===== src/rtl/multicycle_main_control.sv =====
// Multicycle main control FSM for the RV32I datapath (R-type, ADDI, LW, SW, BEQ).
// Sequences fetch/decode/execute/memory/writeback, drives datapath selects and strobes,
// and aborts memory waits that exceed TIMEOUT cycles.
module multicycle_main_control #(
   parameter int unsigned TIMEOUT = 16
) (
   input  logic        clk,
   input  logic        rst_n,
   input  logic [31:0] instruction_i,
   input  logic        mem_ready_i,
   output logic [1:0]  alu_op_o,
   output logic [1:0]  alu_src_a_o,
   output logic [1:0]  alu_src_b_o,
   output logic [1:0]  result_src_o,
   output logic        addr_src_o,
   output logic        mem_read_o,
   output logic        mem_write_o,
   output logic        ir_write_o,
   output logic        pc_write_o,
   output logic        branch_o,
   output logic        reg_write_o,
   output logic        illegal_o,
   output logic        mem_timeout_o,
   output logic [3:0]  state_o
);

   localparam logic [3:0] StFetch   = 4'd0;
   localparam logic [3:0] StDecode  = 4'd1;
   localparam logic [3:0] StMemAddr = 4'd2;
   localparam logic [3:0] StMemRd   = 4'd3;
   localparam logic [3:0] StMemWb   = 4'd4;
   localparam logic [3:0] StMemWr   = 4'd5;
   localparam logic [3:0] StExecR   = 4'd6;
   localparam logic [3:0] StExecI   = 4'd7;
   localparam logic [3:0] StAluWb   = 4'd8;
   localparam logic [3:0] StBranch  = 4'd9;

   localparam logic [6:0] OpR      = 7'b0110011;
   localparam logic [6:0] OpImm    = 7'b0010011;
   localparam logic [6:0] OpLoad   = 7'b0000011;
   localparam logic [6:0] OpStore  = 7'b0100011;
   localparam logic [6:0] OpBranch = 7'b1100011;

   // Counter only needs to reach TIMEOUT-1.
   localparam int unsigned CntW = (TIMEOUT > 1) ? $clog2(TIMEOUT) : 1;
   localparam logic [CntW-1:0] CntLast = CntW'(TIMEOUT - 1);

   logic [3:0]      state_q, state_d;
   logic [CntW-1:0] cnt_q, cnt_d;
   logic [6:0]      opcode;
   logic            waiting;
   logic            expire;
   logic            unused_instr;

   assign opcode       = instruction_i[6:0];
   assign unused_instr = ^instruction_i[31:7];

   // Watchdog: only states issuing a memory request wait on mem_ready; ready wins over expiry.
   always_comb begin
      waiting = (state_q == StFetch) || (state_q == StMemRd) || (state_q == StMemWr);
      expire  = (TIMEOUT != 0) && waiting && !mem_ready_i && (cnt_q == CntLast);
      cnt_d   = '0;
      if ((TIMEOUT != 0) && waiting && !mem_ready_i && !expire) begin
         cnt_d = cnt_q + 1'b1;
      end
   end

   // Next-state logic; a timed-out wait always falls back to FETCH.
   always_comb begin
      state_d = state_q;
      case (state_q)
         StFetch: begin
            if (mem_ready_i) begin
               state_d = StDecode;
            end else if (expire) begin
               state_d = StFetch;
            end
         end
         StDecode: begin
            case (opcode)
               OpR:              state_d = StExecR;
               OpImm:            state_d = StExecI;
               OpLoad, OpStore:  state_d = StMemAddr;
               OpBranch:         state_d = StBranch;
               default:          state_d = StFetch;
            endcase
         end
         StMemAddr: begin
            if (opcode == OpLoad) begin
               state_d = StMemRd;
            end else if (opcode == OpStore) begin
               state_d = StMemWr;
            end else begin
               state_d = StFetch;
            end
         end
         StMemRd: begin
            if (mem_ready_i) begin
               state_d = StMemWb;
            end else if (expire) begin
               state_d = StFetch;
            end
         end
         StMemWr: begin
            if (mem_ready_i || expire) begin
               state_d = StFetch;
            end
         end
         StExecR, StExecI:        state_d = StAluWb;
         StMemWb, StAluWb, StBranch: state_d = StFetch;
         default:                 state_d = StFetch;
      endcase
   end

   // Output decode from the current state; unlisted outputs stay 0.
   always_comb begin
      alu_op_o      = 2'b00;
      alu_src_a_o   = 2'b00;
      alu_src_b_o   = 2'b00;
      result_src_o  = 2'b00;
      addr_src_o    = 1'b0;
      mem_read_o    = 1'b0;
      mem_write_o   = 1'b0;
      ir_write_o    = 1'b0;
      pc_write_o    = 1'b0;
      branch_o      = 1'b0;
      reg_write_o   = 1'b0;
      illegal_o     = 1'b0;
      mem_timeout_o = expire;
      case (state_q)
         StFetch: begin
            mem_read_o   = 1'b1;
            alu_src_b_o  = 2'b10;
            result_src_o = 2'b10;
            ir_write_o   = mem_ready_i;
            pc_write_o   = mem_ready_i;
         end
         StDecode: begin
            alu_src_a_o = 2'b01;
            alu_src_b_o = 2'b01;
            illegal_o   = !(opcode inside {OpR, OpImm, OpLoad, OpStore, OpBranch});
         end
         StMemAddr: begin
            alu_src_a_o = 2'b10;
            alu_src_b_o = 2'b01;
         end
         StMemRd: begin
            mem_read_o = 1'b1;
            addr_src_o = 1'b1;
         end
         StMemWb: begin
            result_src_o = 2'b01;
            reg_write_o  = 1'b1;
         end
         StMemWr: begin
            // An aborted write must not be committed by memory.
            mem_write_o = !expire;
            addr_src_o  = 1'b1;
         end
         StExecR: begin
            alu_src_a_o = 2'b10;
            alu_op_o    = 2'b10;
         end
         StExecI: begin
            alu_src_a_o = 2'b10;
            alu_src_b_o = 2'b01;
         end
         StAluWb: begin
            reg_write_o = 1'b1;
         end
         StBranch: begin
            alu_src_a_o = 2'b10;
            alu_op_o    = 2'b01;
            branch_o    = 1'b1;
         end
         default: begin
         end
      endcase
   end

   assign state_o = state_q;

   // State and watchdog registers.
   always_ff @(posedge clk or negedge rst_n) begin
      if (!rst_n) begin
         state_q <= StFetch;
         cnt_q   <= '0;
      end else begin
         state_q <= state_d;
         cnt_q   <= cnt_d;
      end
   end

endmodule


===== config.mk =====
export PLATFORM = sky130hd
export DESIGN_NAME = multicycle_main_control
export DESIGN_NICKNAME = d
export VERILOG_FILES = /design/src/rtl/multicycle_main_control.sv
export SDC_FILE = /design/constraint.sdc
export NUM_CORES = 1
export LEC_CHECK = 0
export ABC_AREA = 1
export CAP_MARGIN = 10
export CORE_MARGIN = 1.5
export CORE_UTILIZATION = 31
export CTS_BUF_LIST = sky130_fd_sc_hd__clkbuf_8
export CTS_CLUSTER_SIZE = 10
export DETAILED_ROUTE_END_ITERATION = 7
export PLACE_DENSITY = 0.82
export REMOVE_ABC_BUFFERS = 1
export SLEW_MARGIN = 20
export SYNTH_ARGS = -nofsm -noshare
export SYNTH_HDL_FRONTEND = slang
export SYNTH_SLANG_ARGS = --single-unit

===== constraint.sdc =====
create_clock -name clk -period 1.72 [get_ports clk]
set_clock_uncertainty 0.15 [all_clocks]
set_input_delay 0.344 -clock clk [delete_from_list [all_inputs] [get_ports clk]]
set_output_delay 0.344 -clock clk [all_outputs]
set_load 0.02 [all_outputs]

# Word-level counts from Yosys, hierarchy flattened
# Index checks and enable logic that the tools add are counted.
[classes]
n_addsub = 1
n_eq_ne = 16
muxes = 20
n_reduce_logical = 18
[ops]
columns = ["operator", "count"]
rows = [
  ["case mux 4 bit (6 select lines)", 1],
  ["two-way mux 4 bit", 5],
  ["== test 4 x 3 -> 1 bit, second input constant", 4],
  ["case mux 2 bit (2 select lines)", 4],
  ["case mux 4 bit (4 select lines)", 1],
  ["== test 7 x 6 -> 1 bit, second input constant", 2],
  ["== test 4 bit, second input constant", 3],
  ["OR reduction 2 bit", 5],
  ["== test 4 x 2 -> 1 bit, second input constant", 2],
  ["== test 7 x 2 -> 1 bit, second input constant", 1],
  ["== test 7 x 5 -> 1 bit, second input constant", 1],
  ["== test 7 bit, second input constant", 1],
  ["two-way mux 1 bit", 7],
  ["two-way mux 3 bit", 2],
  ["nonzero test 5 bit", 1],
  ["adder 4 x 1 -> 4 bit, second input constant", 1],
  ["== test 4 x 1 -> 1 bit, second input constant", 1],
  ["zero test 4 bit", 1],
  ["OR reduction 4 bit", 1],
  ["logical AND 1 bit", 3],
  ["zero test 1 bit", 3],
  ["logical OR 1 bit", 3],
  ["OR reduction 3 bit", 1],
  ["!= test 2 x 1 -> 1 bit, second input constant", 1],
]
[word_totals]
regBits = 8
inputBits = 35
output_inout_bits = 21
elab_cells = 57

# Logic depth before layout (Yosys ltp)
[depth]
depth_word = 8
depth_mapped = 8
ltp_nobuf = 8

# Worst setup path after synthesis
# No wires, ideal clock.
[synth_timing]
kind = "flip-flop to output port"
from = "register state_q[1], in the netlist state_o[1]"
to = "output port illegal_o"
arrival_ns = 1.606
required_ns = 1.226
setup_slack_ns = -0.380
path_stages_with_launch = 6
path_buffers = 0
path_cell_list = "dfrtp_1 > inv_1 > nand2_1 > nor2_4 > inv_1 > a211oi_1"
[synth_via]
elab_chain_cells = 2
[synth_lines]
columns = ["element", "line_no", "text"]
rows = [
  ["start, declared", "48", "logic [3:0] state_q, state_d;"],
  ["start signal, assigned", "186", "state_q <= StFetch;"],
  ["start signal, assigned", "189", "state_q <= state_d;"],
  ["== test 4 x 1 -> 1 bit", "130", "case (state_q)"],
  ["two-way mux 1 bit", "130", ""],
  ["end, declared", "22", "output logic illegal_o,"],
]
# Every way passes these cells.

# Worst setup path after layout
# Same ends and word-level chain as after synthesis.

==> out/qor.yml <==
clock_network:
  cts_buffer_depth: 2
  cts_buffers: 3
  clock-sinks: 8
  clkLatencyLatePin_ns: 0.22
  clk_pin_slew_ns: 0.04
  cts_root_buffer: "clkbuf_8"
  ctsHoldBuffers: 0
  h-tree-depth: 1
  cts_tree: "done"
synthesis:
  synth_xor_area_frac: 0.0295
  yosysWarnings: 0
  postSynthCellCount: 92
  synthAdderAreaFrac: 0.0211
  yosys.cell_types.count: 18
  syn_avg_cell_area_um2: 6.45
  ys_seq_area_frac: 0.338
  synth-compound-area-share: 0.0696
  synth_mux_area_frac: 0
  synth-simple-area-share: 0.390
  syn_area_um2: 593
  synth_top_family_by_area: "simple AND/OR/NAND/NOR gates"
  ys_ff_latch: 8
global_route:
  grt_max_degree: 9
  grt.total_usage: 0.219
  grt_pass1_wl_mm: 3.46
  antenna_found_initial: 0
  gr-total-overflow: 0
  grt_pass1_vias: 864
power_and_ir_drop:
  finalPower_mw: 0.649
  pwr_density_cell_nw_per_um2: 487
  ir_drop_uv: 735
  p_leak_nw: 0.714
placed_design:
  dp_hpwl_mm: 1.54
  place_ws_ns: -0.630
  io_buffers: 30
  gp_congestion: 0.805
detailed_routing:
  drtPass1Iterations: 4
  drtIter0Drc: 10
  antenna_left: 0
  remaining_drc_errors: 0
  vias: 853
  wl_per_cell_um: 11.9
  vias_per_cell: 4.59
  totalWireLength_mm: 2.21
sta:
  setup_viol: 15
  worst_pin_slew_ns: 0.363
  holdWs_ns: 0.251
  finalCriticalPeriod_ns: 1.86
  finalCritPeriodShare: 1.08
  rsz0062_at_grt: "yes"
  hold_viol: 0
  fin_ws_ns: -0.135
  timing.fmax_mhz: 539
  slew_headroom: 0.758
  slew_viol_final: 0
  setup_tns_ns: -0.894
worst_setup_path:
  path_class: "flip-flop to output pin"
  endpoint_kind: "output pin"
  cp.arrival_ns: 1.36
  critPathMaxFanout: 6
  crit_required_ns: 1.23
  start_kind: "flip-flop"
  r2r_setup_slack_ns: 0.13
finish:
  nets: 199
  post-route-util: 0.756
  drive_gt1_frac: 0.534
  syn2layout_area_growth_pct: 125
  num_antenna_cells: 0
floorplanning:
  die_area_um2: 2180
  row_count: 15
  die_height_um: 46.7
  die_w_um: 46.7
  ios: 56
  start_util: 0.336
  core_area_um2: 1760
min_path:
  hold_class: "input pin to asynchronous set/reset pin"
job:
  maxCapViolCount: 0
outcome:
  outcome: "complete, but fails checks"
  violations: "negative setup slack"
-- final timing paths --
path                             from          to  cells past startpoint
max                        state_o[1]   illegal_o                      6
min                             rst_n    cnt_q[3]                      1
max reg2reg                state_o[1]  state_o[1]                      9
min reg2reg                  cnt_q[0]    cnt_q[0]                      2
max in group asynchronous       rst_n  state_o[0]                      1
min in group clk             cnt_q[0]    cnt_q[0]                      2
-- worst max-delay path: stages, from the launching register on --
cell and delay [ns]:
dfrtp_1 0.38, inv_2 0.12, nand2_2 0.09, nor2_4 0.12, inv_1 0.07, a211oi_2 0.19
buf_4 0.17
-- cell type report --
| cell class | instances | area (um^2) |
|---|---|---|
| Sequential cell | 8 | 203 |
| Multi-Input combinational cell | 62 | 382 |
| Timing Repair Buffer | 68 | 602 |
| Inverter | 20 | 75.1 |
| Clock buffer | 3 | 41.3 |
| Tap cell | 25 | 31.3 |
| Fill cell | 137 | 430 |
-- metrics by stage --
step	cells	cell area, um^2
6_report	186	1330
5_1_grt	186	1330
3_5_place_dp	177	1150
4_1_cts	186	1270
2_1_floorplan	90	578
3_3_place_gp	177	1150
-- flip-flops by register name (all words and copies together) (netlist names) --
register  count
state_o       4
cnt_q         4
-- kinds of logic after synthesis --
kind of cell    after synthesis
compound gates                6
xor+xnor                      2
fa+ha+maj                     1
buf+inv                      22
flops                         8
simple gates                 53
-- repair_timing --
item | in CTS | in global routing
pin swaps | 6 | 10
setup buffers | 6 | 0
setup endpoints to repair | 21 | 18
gates resized for setup | 112 | 26
-- Yosys cell counts (all sizes together) --
cell,instances,area (um^2)
o2111ai,1,8.76
inv,20,75.1
o211ai,1,7.51
a21oi,1,5.00
nand3b,1,7.51
nor2,21,86.3
nand3,13,65.1
ha,1,12.5
a211oi,1,7.51
xor2,1,8.76
nand4,2,12.5
o21a,1,7.51
buf,2,15.0
dfrtp,8,200
xnor2,1,8.76
o21ai,1,5.00
nand2,16,60.1
-- layout by cell type, fill, tap and decap left out, drive strengths merged --
master	count
buf	55
nor2	21
inv	20
nand2	16
nand3	13
clkdlybuf4s50	9
dfrtp	8
dlygate4sd2	4
clkbuf	3
nand4	2
o211ai	1
xnor2	1
a21oi	1
a211oi	1
xor2	1
o21ai	1
nand3b	1
o2111ai	1
o21a	1
ha	1
-- power breakdown --
group / total [mW] / internal (mW) / switching, mW
Sequential: 0.204 / 0.197 / 0.00768
Clock: 0.219 / 0.151 / 0.0682
Combinational: 0.225 / 0.119 / 0.106
Total: 0.649 / 0.467 / 0.182
-- routing by layer --
metal	vias up	track usage	part of all wire
met5	-	0	0
met4	0	0.0611	0.025
met3	8	0.0385	0.046
met2	36	0.447	0.58
met1	382	0.225	0.35
li1	427	-	-
Note: power is estimated with default switching activity, not from simulation.
